### src/rtl/vga_scanout_pkg.sv
// Shared definitions for the VGA scan-out block.
// Holds the default 640x480 timing, the prefetch FIFO entry type (colour plus
// start-of-frame tag), the control-state encoding, and a helper that maps a
// "sync asserted" flag onto the configured pin polarity.
package vga_scanout_pkg;

  localparam int PIX_W = 24;

  localparam int DEF_H_ACTIVE   = 640;
  localparam int DEF_H_FP       = 16;
  localparam int DEF_H_SYNC     = 96;
  localparam int DEF_H_BP       = 48;
  localparam int DEF_V_ACTIVE   = 480;
  localparam int DEF_V_FP       = 10;
  localparam int DEF_V_SYNC     = 2;
  localparam int DEF_V_BP       = 33;
  localparam int DEF_FIFO_DEPTH = 16;

  typedef struct packed {
    logic             sof;
    logic [PIX_W-1:0] rgb;
  } pixel_t;

  typedef enum logic [1:0] {
    RESYNC = 2'd0,
    RUN    = 2'd1,
    DRAIN  = 2'd2
  } state_t;

  // Pin level for a sync pulse: the active level when asserted, its inverse otherwise.
  function automatic logic sync_level(input logic asserted, input logic pol);
    return asserted ? pol : ~pol;
  endfunction

endpackage

### src/rtl/vga_scanout_if.sv
// Pixel stream between the framebuffer reader (master) and the scan-out block (slave).
//   valid : master has a pixel on data/sof
//   data  : {R[23:16], G[15:8], B[7:0]}
//   sof   : pixel is the first of a frame (x=0, y=0)
//   ready : slave can accept; a transfer happens when valid && ready at a clock edge
interface vga_scanout_if;
  import vga_scanout_pkg::*;

  logic             valid;
  logic [PIX_W-1:0] data;
  logic             sof;
  logic             ready;

  modport master (output valid, output data, output sof, input ready);
  modport slave  (input valid, input data, input sof, output ready);
endinterface

### src/rtl/vga_scanout_fifo.sv
// vga_pixel_fifo: synchronous prefetch FIFO for tagged pixels.
// Ports:
//   clk, rst_n : clock, asynchronous active-low reset (empties the FIFO)
//   push, din  : write request and entry; ignored while full
//   pop, dout  : read request and current head; pop ignored while empty
//   full/empty : derived from a registered occupancy count, so a pop frees
//                its slot only from the following cycle
module vga_pixel_fifo
  import vga_scanout_pkg::*;
#(
  parameter int DEPTH = DEF_FIFO_DEPTH
) (
  input  logic   clk,
  input  logic   rst_n,
  input  logic   push,
  input  pixel_t din,
  input  logic   pop,
  output pixel_t dout,
  output logic   full,
  output logic   empty
);

  localparam int AW = $clog2(DEPTH);
  localparam int CW = $clog2(DEPTH + 1);

  pixel_t        mem_r [DEPTH];
  logic [AW-1:0] wr_ptr_r;
  logic [AW-1:0] rd_ptr_r;
  logic [CW-1:0] count_r;
  logic          do_push_s;
  logic          do_pop_s;

  assign full      = (count_r == CW'(DEPTH));
  assign empty     = (count_r == {CW{1'b0}});
  assign do_push_s = push && !full;
  assign do_pop_s  = pop && !empty;
  assign dout      = mem_r[rd_ptr_r];

  // Pointer and occupancy bookkeeping; pointers wrap naturally as DEPTH is a power of two.
  always_ff @(posedge clk or negedge rst_n) begin
    if (!rst_n) begin
      wr_ptr_r <= {AW{1'b0}};
      rd_ptr_r <= {AW{1'b0}};
      count_r  <= {CW{1'b0}};
    end else begin
      if (do_push_s) begin
        wr_ptr_r <= wr_ptr_r + AW'(1);
      end
      if (do_pop_s) begin
        rd_ptr_r <= rd_ptr_r + AW'(1);
      end
      case ({do_push_s, do_pop_s})
        2'b10:   count_r <= count_r + CW'(1);
        2'b01:   count_r <= count_r - CW'(1);
        default: count_r <= count_r;
      endcase
    end
  end

  // Storage array; contents need no reset because the count gates every read.
  always_ff @(posedge clk) begin
    if (do_push_s) begin
      mem_r[wr_ptr_r] <= din;
    end
  end

endmodule

### src/rtl/vga_scanout.sv
// vga_scanout: VGA raster timing generator with a prefetching pixel input.
// Ports:
//   clk, rst_n        : pixel clock, asynchronous active-low reset
//   pix (slave)       : valid/ready pixel stream with start-of-frame tag
//   underflow_clr     : clears the sticky underflow flag (a new underflow wins)
//   vga_hsync/vsync   : sync pulses at SYNC_POL active level
//   vga_blank         : 1 outside the active area
//   vga_red/green/blue: pixel colour, 0 when blanked or when no pixel is shown
//   frame_start       : one-cycle pulse with the first active pixel of a displayed frame
//   underflow         : sticky; FIFO ran dry or a start-of-frame arrived out of place
// All VGA outputs are registered, one cycle behind the raster counters.
module vga_scanout
  import vga_scanout_pkg::*;
#(
  parameter int   H_ACTIVE   = DEF_H_ACTIVE,
  parameter int   H_FP       = DEF_H_FP,
  parameter int   H_SYNC     = DEF_H_SYNC,
  parameter int   H_BP       = DEF_H_BP,
  parameter int   V_ACTIVE   = DEF_V_ACTIVE,
  parameter int   V_FP       = DEF_V_FP,
  parameter int   V_SYNC     = DEF_V_SYNC,
  parameter int   V_BP       = DEF_V_BP,
  parameter logic SYNC_POL   = 1'b0,
  parameter int   FIFO_DEPTH = DEF_FIFO_DEPTH
) (
  input  logic         clk,
  input  logic         rst_n,
  vga_scanout_if.slave pix,
  input  logic         underflow_clr,
  output logic         vga_hsync,
  output logic         vga_vsync,
  output logic         vga_blank,
  output logic [7:0]   vga_red,
  output logic [7:0]   vga_green,
  output logic [7:0]   vga_blue,
  output logic         frame_start,
  output logic         underflow
);

  localparam int H_TOT = H_ACTIVE + H_FP + H_SYNC + H_BP;
  localparam int V_TOT = V_ACTIVE + V_FP + V_SYNC + V_BP;
  localparam int H_W   = $clog2(H_TOT);
  localparam int V_W   = $clog2(V_TOT);

  localparam logic [H_W-1:0] H_LAST = H_W'(H_TOT - 1);
  localparam logic [V_W-1:0] V_LAST = V_W'(V_TOT - 1);

  logic [H_W-1:0]   h_cnt_r;
  logic [V_W-1:0]   v_cnt_r;
  state_t           state_r;
  logic [PIX_W-1:0] rgb_r;

  logic             h_last_s;
  logic             frame_last_s;
  logic             frame_first_s;
  logic             active_s;
  logic             hsync_on_s;
  logic             vsync_on_s;

  pixel_t           din_s;
  pixel_t           head_s;
  logic             push_s;
  logic             pop_s;
  logic             full_s;
  logic             empty_s;

  state_t           state_nxt_s;
  logic [PIX_W-1:0] rgb_s;
  logic             fs_s;
  logic             set_uf_s;

  // ---------------- prefetch FIFO ----------------
  assign din_s     = '{sof: pix.sof, rgb: pix.data};
  assign push_s    = pix.valid && !full_s;
  assign pix.ready = !full_s;

  vga_pixel_fifo #(.DEPTH(FIFO_DEPTH)) u_fifo (
    .clk   (clk),
    .rst_n (rst_n),
    .push  (push_s),
    .din   (din_s),
    .pop   (pop_s),
    .dout  (head_s),
    .full  (full_s),
    .empty (empty_s)
  );

  // Raster position decode from the current counter values.
  always_comb begin
    h_last_s      = (h_cnt_r == H_LAST);
    frame_last_s  = h_last_s && (v_cnt_r == V_LAST);
    frame_first_s = (h_cnt_r == {H_W{1'b0}}) && (v_cnt_r == {V_W{1'b0}});
    active_s      = (int'(h_cnt_r) < H_ACTIVE) && (int'(v_cnt_r) < V_ACTIVE);
    hsync_on_s    = (int'(h_cnt_r) >= H_ACTIVE + H_FP) &&
                    (int'(h_cnt_r) <  H_ACTIVE + H_FP + H_SYNC);
    vsync_on_s    = (int'(v_cnt_r) >= V_ACTIVE + V_FP) &&
                    (int'(v_cnt_r) <  V_ACTIVE + V_FP + V_SYNC);
  end

  // Horizontal and vertical raster counters.
  always_ff @(posedge clk or negedge rst_n) begin
    if (!rst_n) begin
      h_cnt_r <= {H_W{1'b0}};
      v_cnt_r <= {V_W{1'b0}};
    end else if (h_last_s) begin
      h_cnt_r <= {H_W{1'b0}};
      v_cnt_r <= (v_cnt_r == V_LAST) ? {V_W{1'b0}} : v_cnt_r + V_W'(1);
    end else begin
      h_cnt_r <= h_cnt_r + H_W'(1);
    end
  end

  // Control decisions for this cycle: what to pop, what to show, where to go next.
  always_comb begin
    state_nxt_s = state_r;
    pop_s       = 1'b0;
    rgb_s       = {PIX_W{1'b0}};
    fs_s        = 1'b0;
    set_uf_s    = 1'b0;
    case (state_r)
      RESYNC: begin
        // Throw away anything ahead of a start-of-frame; hold the sof pixel
        // until the raster is about to wrap so it lands exactly on (0,0).
        if (!empty_s && !head_s.sof) begin
          pop_s = 1'b1;
        end else if (!empty_s && frame_last_s) begin
          state_nxt_s = RUN;
        end else begin
          state_nxt_s = RESYNC;
        end
      end
      RUN: begin
        if (active_s) begin
          if (empty_s) begin
            set_uf_s    = 1'b1;
            state_nxt_s = DRAIN;
          end else if (head_s.sof && !frame_first_s) begin
            // Misaligned frame start: keep the sof pixel for the next resync.
            set_uf_s    = 1'b1;
            state_nxt_s = DRAIN;
          end else begin
            pop_s = 1'b1;
            rgb_s = head_s.rgb;
            fs_s  = frame_first_s;
          end
        end else begin
          state_nxt_s = RUN;
        end
      end
      DRAIN: begin
        if (frame_last_s) begin
          state_nxt_s = RESYNC;
        end else begin
          state_nxt_s = DRAIN;
        end
      end
      default: begin
        state_nxt_s = RESYNC;
      end
    endcase
  end

  // Control state and all registered pin outputs.
  always_ff @(posedge clk or negedge rst_n) begin
    if (!rst_n) begin
      state_r     <= RESYNC;
      vga_hsync   <= ~SYNC_POL;
      vga_vsync   <= ~SYNC_POL;
      vga_blank   <= 1'b1;
      rgb_r       <= {PIX_W{1'b0}};
      frame_start <= 1'b0;
      underflow   <= 1'b0;
    end else begin
      state_r     <= state_nxt_s;
      vga_hsync   <= sync_level(hsync_on_s, SYNC_POL);
      vga_vsync   <= sync_level(vsync_on_s, SYNC_POL);
      vga_blank   <= !active_s;
      rgb_r       <= rgb_s;
      frame_start <= fs_s;
      if (set_uf_s) begin
        underflow <= 1'b1;
      end else if (underflow_clr) begin
        underflow <= 1'b0;
      end else begin
        underflow <= underflow;
      end
    end
  end

  assign vga_red   = rgb_r[23:16];
  assign vga_green = rgb_r[15:8];
  assign vga_blue  = rgb_r[7:0];

endmodule

### src/flat_wrapper.sv
// flat-port wrapper written by rule: the top's interface ports become plain ports
module vga_scanout_flat import vga_scanout_pkg::*;
#(
  parameter int   H_ACTIVE   = DEF_H_ACTIVE,
  parameter int   H_FP       = DEF_H_FP,
  parameter int   H_SYNC     = DEF_H_SYNC,
  parameter int   H_BP       = DEF_H_BP,
  parameter int   V_ACTIVE   = DEF_V_ACTIVE,
  parameter int   V_FP       = DEF_V_FP,
  parameter int   V_SYNC     = DEF_V_SYNC,
  parameter int   V_BP       = DEF_V_BP,
  parameter logic SYNC_POL   = 1'b0,
  parameter int   FIFO_DEPTH = DEF_FIFO_DEPTH
)
  (clk, rst_n, underflow_clr, vga_hsync, vga_vsync, vga_blank, vga_red, vga_green, vga_blue, frame_start, underflow, pix_valid, pix_data, pix_sof, pix_ready);
  vga_scanout_if pix_i ();
  input  logic clk;
  input  logic rst_n;
  input  logic underflow_clr;
  output logic vga_hsync;
  output logic vga_vsync;
  output logic vga_blank;
  output logic [7:0] vga_red;
  output logic [7:0] vga_green;
  output logic [7:0] vga_blue;
  output logic frame_start;
  output logic underflow;
  input wire logic [$bits(pix_i.valid)-1:0] pix_valid;
  input wire logic [$bits(pix_i.data)-1:0] pix_data;
  input wire logic [$bits(pix_i.sof)-1:0] pix_sof;
  output wire logic [$bits(pix_i.ready)-1:0] pix_ready;
  assign pix_i.valid = pix_valid;
  assign pix_i.data = pix_data;
  assign pix_i.sof = pix_sof;
  assign pix_ready = pix_i.ready;
  vga_scanout #(.H_ACTIVE(H_ACTIVE), .H_FP(H_FP), .H_SYNC(H_SYNC), .H_BP(H_BP), .V_ACTIVE(V_ACTIVE), .V_FP(V_FP), .V_SYNC(V_SYNC), .V_BP(V_BP), .SYNC_POL(SYNC_POL), .FIFO_DEPTH(FIFO_DEPTH)) u_core (.clk(clk), .rst_n(rst_n), .pix(pix_i), .underflow_clr(underflow_clr), .vga_hsync(vga_hsync), .vga_vsync(vga_vsync), .vga_blank(vga_blank), .vga_red(vga_red), .vga_green(vga_green), .vga_blue(vga_blue), .frame_start(frame_start), .underflow(underflow));
endmodule
### config.mk
export PLATFORM = sky130hd
export DESIGN_NAME = vga_scanout_flat
export DESIGN_NICKNAME = d
export VERILOG_FILES = /design/src/rtl/vga_scanout_pkg.sv /design/src/rtl/vga_scanout_if.sv /design/src/rtl/vga_scanout_fifo.sv /design/src/rtl/vga_scanout.sv /design/src/flat_wrapper.sv
export SDC_FILE = /design/constraint.sdc
export NUM_CORES = 1
export LEC_CHECK = 0
export BUFFER_PORTS_ARGS = -buffer_cell sky130_fd_sc_hd__buf_2
export CORE_MARGIN = 5
export CORE_UTILIZATION = 55
export DETAILED_ROUTE_END_ITERATION = 10
export GPL_ROUTABILITY_DRIVEN = 0
export HOLD_SLACK_MARGIN = 0.08
export PLACE_DENSITY = 0.75
export SLEW_MARGIN = 20
export SYNTH_ARGS = -nofsm -noshare
export SYNTH_HDL_FRONTEND = slang
export SYNTH_SLANG_ARGS = --single-unit
### constraint.sdc
create_clock -name clk -period 3.3 [get_ports clk]
set_input_delay 0.33 -clock clk [delete_from_list [all_inputs] [get_ports clk]]
set_output_delay 0.33 -clock clk [all_outputs]
set_load 0.01 [all_outputs]
* Yosys cells after proc, flatten, opt, wreduce, memory -nomap -nowiden
Memory sizes are Yosys's and may differ from the RTL's.
Cells that the tools add are included.
** Storage, ports and cells
- Register bits :: 64
- Bits in writable memories :: 400
- Memories :: 1
** Operators by class
- Add/sub/neg operators :: 6
- Order comparisons :: 6
- Eq/ne operators :: 9
- Mux-type cells :: 33
- Reduce and logical (&&, ||, !) cells :: 23
** Memory list
- u_core.u_fifo.mem_r :: depth 16, width 25, read ports 1, clocked after Yosys merged registers in 0, wr ports 1, line vga_scanout_fifo.sv:26 : pixel_t mem_r [DEPTH];
** Operator list (count)
- 2-to-1 mux 24 bit :: 4
- adder 10 x 1 -> 10 bit (second input constant) :: 2
- equality test 10 bit (second input constant) :: 2
- logical NOT 10 bit :: 2
- less-than comparator 10 bit (second input constant) :: 2
- less-than comparator 10 x 9 -> 1 bit (second input constant) :: 2
- 2-to-1 mux 10 bit :: 2
- 2-to-1 mux 1 bit :: 19
- logical AND 1 bit :: 11
- >= comparator 10 bit (second input constant) :: 1
- >= comparator 10 x 9 -> 1 bit (second input constant) :: 1
- 2-to-1 mux 2 bit :: 5
- one-hot mux 5 bit (2 select lines) :: 1
- adder 4 x 1 -> 4 bit (second input constant) :: 2
- one-hot mux 2 bit (3 select lines) :: 1
- adder 5 x 1 -> 5 bit (second input constant) :: 1
- equality test 5 bit (second input constant) :: 1
- logical NOT 1 bit :: 5
- logical NOT 5 bit :: 1
- subtractor 5 x 1 -> 5 bit (second input constant) :: 1
- equality test 2 x 1 -> 1 bit (second input constant) :: 2
- equality test 2 bit (second input constant) :: 2
- inequality test 4 bit (second input constant) :: 1
- nonzero test 2 bit :: 2
- other kinds (4) :: 4

* Logic depth before layout (Yosys ltp)
- Depth after elaboration :: 11
- Depth in mapped cells :: 14

* Modules after synthesis
Synthesis repeated with hierarchy kept, for this count alone.
** Unflattened totals
- Cell total of the unflattened synthesis :: 1004
- Area, all modules :: 18400.1 um^2
** Modules (own cells, without submodules)
- vga_pixel_fifo :: times used 1, cells an instance 813, area each 16064.2 um^2, sequential area each 12336.8 um^2
- vga_scanout :: times used 1, cells an instance 191, area each 2336.0 um^2, sequential area each 1280.0 um^2

* Worst setup path after synthesis
No wires, ideal clock.
- Path type :: flip-flop to flip-flop
- Start point :: reg u_core.u_fifo.count_r[0]
- End point :: mem u_core.u_fifo.mem_r[3][0] (netlist bit) (enable)
- Arrival :: 2.893 ns
- Data required time :: 2.862 ns
- Slack :: -0.032 ns
- Cell stages (with the launch flop) :: 7
- Buffers on the path :: 1
- Period minus slack after synthesis :: 3.332 ns
- Cells stage by stage :: dfrtp_1 nor4_1 nand2_1 and2_1 clkbuf_1 nand2_1 nor3_1
** On the way
- Longest elaborated chain between the ends :: 6
** Ends and longest elaborated chain
- start: declaration :: line vga_scanout_fifo.sv:29 : logic [CW-1:0] count_r;
- start signal: assignment :: line vga_scanout_fifo.sv:44 : count_r <= {CW{1'b0}};
- start signal: assignment :: line vga_scanout_fifo.sv:53 : 2'b10: count_r <= count_r + CW'(1);
- start signal: assignment :: line vga_scanout_fifo.sv:54 : 2'b01: count_r <= count_r - CW'(1);
- equality test 5 bit * :: line vga_scanout_fifo.sv:33 : assign full = (count_r == CW'(DEPTH));
- logical NOT 1 bit *
- via pix_ready :: line flat_wrapper.sv:31 : output wire logic [$bits(pix_i.ready)-1:0] pix_ready;
- logical AND 1 bit :: line vga_scanout.sv:74 : assign push_s = pix.valid && !full_s;
- logical AND 1 bit * :: line vga_scanout_fifo.sv:35 : assign do_push_s = push && !full;
- 2-to-1 mux 1 bit * :: line vga_scanout_fifo.sv:62 : if (do_push_s) begin
- 2-to-1 mux 1 bit (implied by the code) * :: line vga_scanout_fifo.sv:63 : mem_r[wr_ptr_r] <= din;
- end: declaration :: line vga_scanout_fifo.sv:26
The timed path passes the listed nets; every way through them passes the cells marked *.

* Worst setup path after layout
- Start point :: reg u_core.v_cnt_r[0]
- End point :: reg u_core.u_fifo.count_r[4]
** On the way
- Longest elaborated chain between the ends :: 11
- Elaborated cells on any way between the ends :: 15
** Ends and longest elaborated chain
- start: declaration :: line vga_scanout.sv:49 : logic [V_W-1:0] v_cnt_r;
- start signal: assignment :: line vga_scanout.sv:104 : v_cnt_r <= {V_W{1'b0}};
- start signal: assignment :: line vga_scanout.sv:107 : v_cnt_r <= (v_cnt_r == V_LAST) ? {V_W{1'b0}} : v_cnt_r + V_W'(1);
- branches (longest 6 deep; another with less-than comparator 10 x 9 -> 1 bit)
- 2-to-1 mux 1 bit * :: line vga_scanout.sv:133 : if (active_s) begin
- one-hot mux 1 bit (2 select lines) * :: line vga_scanout.sv:120 : case (state_r)
- logical AND 1 bit * :: line vga_scanout_fifo.sv:36 : assign do_pop_s = pop && !empty;
- via u_core.u_fifo.do_pop_s :: line vga_scanout_fifo.sv:31 : logic do_pop_s;
- equality test 2 x 1 -> 1 bit or equality test 2 bit (tied branches) :: line vga_scanout_fifo.sv:52 : case ({do_push_s, do_pop_s})
- one-hot mux 5 bit (2 select lines) or nonzero test 2 bit (tied branches)
- end signal: assignment :: line vga_scanout_fifo.sv:53
- end signal: assignment :: line vga_scanout_fifo.sv:54
- end signal: assignment :: line vga_scanout_fifo.sv:55 : default: count_r <= count_r;
Mark *: on every way through the listed nets, which the timed path passes.
A chain may end at the register's enable or synchronous reset.

==> reports/results.tsv <==
metric	value	unit
outcome	completed	
hpwl dp	19.4	mm
slowest CP cell	or4_4	
pin count of the biggest net entering global routing	96	
Final Skew	14.2	ps
# DRC	0	
share of power burned in the clock network	0.304	
CTS Buf Count	45	
share of cells above drive strength 1	0.338	
ys async rst share	0.138	
vias in the first global route	8815	
initial core utilization	0.553	
CP max stage delay	470	ps
Hold Path Sink	u_core.u_fifo.mem_r[5][1]$_DFFE_PP_	
switching power	4.61	mW
HP Class	in2reg	
critical-path cell list	inv_2 -> ha_4 -> or4b_4 -> or4_4 -> nor4_4 -> nor2_1 -> inv_1 -> ha_4 -> ha_4 -> a21o_1 -> a21oi_2 -> xor2_1 -> nor2_1 -> xor2_1	
1st-iter DRT viols	815	
Nets	1000	
Flop pwr share	0.429	
Max-Cap Viols	0	
Comb pwr share	0.267	
DR vias/cell	5.99	
crit end category	flop	
H-tree Lvls	2	
antenna-violating nets left	0	
antenna violations before repair	2	
Startpoint Class	flop	
CP dominant cell by count	ha_4	
fill count	2161	
Synth Area per Inst	21.3	um^2
Post-Place Cells	1342	
# rows	66	
worst skew pair latency	550	ps
fin. max-slew vios	0	
Synth area leaders	edfxtp_1 67%, mux4_2 15%, dfrtp_1 8.5%, ha_1 0.91%, nor2b_1 0.80%	
root buf cell	clkbuf_16	
Die Y	190	um
syn_nets	885	
Worst-Margin Slew	978	ps
Antenna diodes	0	
Reg area	13600	um^2
drt pass-1 iters	5	
Clock Sink Count	464	
Yosys top cell by area	edfxtp_1	
vias post-DR	8598	
Hold Path Origin	pix_data[1]	
r2r worst-path depth	14	
Synth warnings	0	
Max clock buf depth	3	
top cell type's share of synthesized area	0.671	
post-route non-filler standard cell count	1435	
Core Footprint	32400	um^2
Pleak	7.08	nW
TritonCTS clock tree	built	
Hold Violations, Final	0	
synth-to-layout area growth	16.1	%
Top delay family on crit path	simple AND/OR/NAND/NOR gates	
Seq/Total Area, Yosys	0.761	
number of enable flip-flop cells after synthesis	400	
Slew HR	0.348	
crit path kind	reg2reg	
Port Buffers	58	
WHS Path Cells	1	
multi-input logic area	4260	um^2
RSZ-0062 raised after global routing	true	
VDD IR max	491	uV
reg2reg end	u_core.u_fifo.count_r[4]$_DFFE_PN0P_	
Tot GR Track Use	0.205	
Netlist Area Pre-Place	17900	um^2
DIE AREA	36300	um^2
Req. time, crit path	3720	ps
number of top-level pins	59	
internal power	12.2	mW
Reg clk slew, reported paths	60	ps
Net Sw Frac	0.274	
PwrDens	810	nW/um^2
slack of the worst reg-to-reg path	40	ps
global-route wire length before repair	55.4	mm
Worst Path Arrival	3690	ps
detailed-route wire length	36.4	mm
worst path bufs/invs	2	
Final min period	3260	ps
DIE WIDTH	190	um
register bit total from synthesis	464	
grt total ovfl	0	
Main synth FF type	edfxtp_1	
Fmax	0.307	GHz
CP Launch Point	u_core.v_cnt_r[0]$_DFFE_PN0N_	
Netlist cell types	50	
final-report setup violation count	0	
Worst R2R Start	u_core.v_cnt_r[0]$_DFFE_PN0N_	
CP Max Fanout	3	
WL/cell	25.3	um
final setup TNS	0	ps
Cells after Synth	842	
Tcrit/Tclk final	0.988	
==> repair_timing <==
| action | 4_1_cts | 5_1_grt |
|---|---|---|
| hold buffers | 2 | 0 |
| hold endpoints to repair | 62 | 0 |
| buffers inserted | 0 | 8 |
| endpoints found under the setup margin | 0 | 2 |
| resized for setup | 0 | 14 |
==> flip-flops by register name (all words and copies together), names as in the netlist, 2 cells and up <==
name                    flops
u_core.rgb_r               24
u_core.u_fifo.mem_r       400
u_core.u_fifo.count_r       5
u_core.state_r              2
u_core.u_fifo.wr_ptr_r      4
u_core.u_fifo.rd_ptr_r      4
u_core.v_cnt_r             10
u_core.h_cnt_r             10
==> worst register-to-register path: stages (launching register included) <==
cell and delay, ps:
dfrtp_1 410, inv_2 90, ha_4 120, or4b_4 460, or4_4 470, nor4_4 310, nor2_1 90, inv_1 100
ha_4 160, ha_4 200, a21o_1 170, a21oi_2 150, xor2_1 190, nor2_1 80, xor2_1 140
==> cells in the mapped netlist, types with 2 or more instances <==
master      n
edfxtp_1  400
mux4_2    116
dfrtp_1    61
nand2_1    25
nor2_1     24
nor2b_1    23
clkbuf_1   20
xnor2_1    14
ha_1       13
o21ai_0    13
mux2i_1    12
inv_1      11
buf_2      10
nand3_1     9
xor2_1      9
nor3_1      8
buf_1       6
o221ai_1    6
nand4_1     5
and3_1      4
o22ai_1     4
or4_1       4
a211oi_2    3
a21oi_1     3
and2_1      3
dfstp_2     3
nand2b_1    3
a21o_1      2
mux2_2      2
nor4_1      2
nor4b_1     2
o21a_1      2
or2_2       2
or3_1       2
==> worst max path at each step <==
stage	slack (ps)	end	depth (start not counted)
after floorplan	2	u_core.u_fifo.mem_r[0][0]$_DFFE_PP_	6
after global placement	80	u_core.u_fifo.count_r[4]$_DFFE_PN0P_	14
after detailed placement	40	u_core.u_fifo.count_r[4]$_DFFE_PN0P_	14
after CTS	40	u_core.u_fifo.count_r[4]$_DFFE_PN0P_	14
after global routing	-110	u_core.u_fifo.count_r[4]$_DFFE_PN0P_	15
final	40	u_core.u_fifo.count_r[4]$_DFFE_PN0P_	14
==> layer usage <==
metal  up-vias  global-route usage  wire [um]
met5         -                   0         25
met4         4              0.0475        621
met3        51              0.0406       2560
met2       343               0.324      17800
met1      4520               0.305      15400
li1       3680                   -          -
==> power by group through the flow <==
stage          Combinational (mW)  Clock (mW)  Sequential [mW]
2_1_floorplan                3.25           0             7.21
4_1_cts                      4.44        5.21             7.23
6_report                     4.49        5.12             7.23
3_5_place_dp                 4.36           0             7.33
5_1_grt                      4.84        5.47             7.27
3_3_place_gp                 4.32           0             7.30
==> stage by stage <==
stage | utilization | power (mW) | setup WS [ps] | hold WS [ps] | area, um^2
floorplan | - | 10.5 | 2.40 | 34.4 | 17900
global placement | 0.591 | 11.6 | 80.8 | 481 | 19100
detailed placement | 0.591 | 11.7 | 42.0 | 481 | 19100
CTS | 0.638 | 16.9 | 37.8 | 127 | 20700
global route | 0.642 | 17.6 | -105 | 135 | 20800
finish | 0.642 | 16.8 | 38.8 | 151 | 20800
==> placed cells by master, fill, tap and decap left out, types with 4 or more instances in the layout <==
| cell | n |
|---|---|
| dfrtp_1 | 56 |
| buf_2 | 57 |
| bufinv_16 | 5 |
| clkbuf_16 | 46 |
| a211oi_2 | 4 |
| ha_1 | 10 |
| nor2b_1 | 23 |
| clkinv_2 | 14 |
| inv_1 | 9 |
| xor2_1 | 9 |
| o221ai_1 | 6 |
| nand2_1 | 25 |
| mux2i_1 | 12 |
| or4_1 | 4 |
| clkinv_1 | 4 |
| edfxtp_1 | 400 |
| o21ai_0 | 12 |
| and3_1 | 4 |
| xnor2_1 | 14 |
| buf_12 | 11 |
| clkbuf_1 | 9 |
| mux4_2 | 116 |
| nor3_1 | 4 |
| buf_4 | 33 |
| nand4_1 | 5 |
| nor2_1 | 12 |
| nor2_4 | 12 |
| nand3_1 | 9 |
| o22ai_1 | 4 |
==> cell families (layout without fill, tap and decap cells) <==
family | count (synthesis) | count (layout) | share of synthesized area
fa+ha+maj | 14 | 14 | 0.0102
buf+inv | 49 | 200 | 0.0114
mux | 130 | 130 | 0.154
simple gates | 124 | 124 | 0.0376
xor+xnor | 23 | 23 | 0.0113
compound gates | 38 | 38 | 0.0148
flops | 464 | 464 | 0.761
==> cell type report <==
class | count | area share
flip-flops and latches | 464 | 0.656
multi-input cells | 329 | 0.205
clock buffers | 55 | 0.0570
repair buffers | 105 | 0.0383
well taps | 442 | 0.0266
clock inverters | 28 | 0.0145
inverters | 12 | 0.00217
No activity file was read; power rests on OpenSTA's default activity.
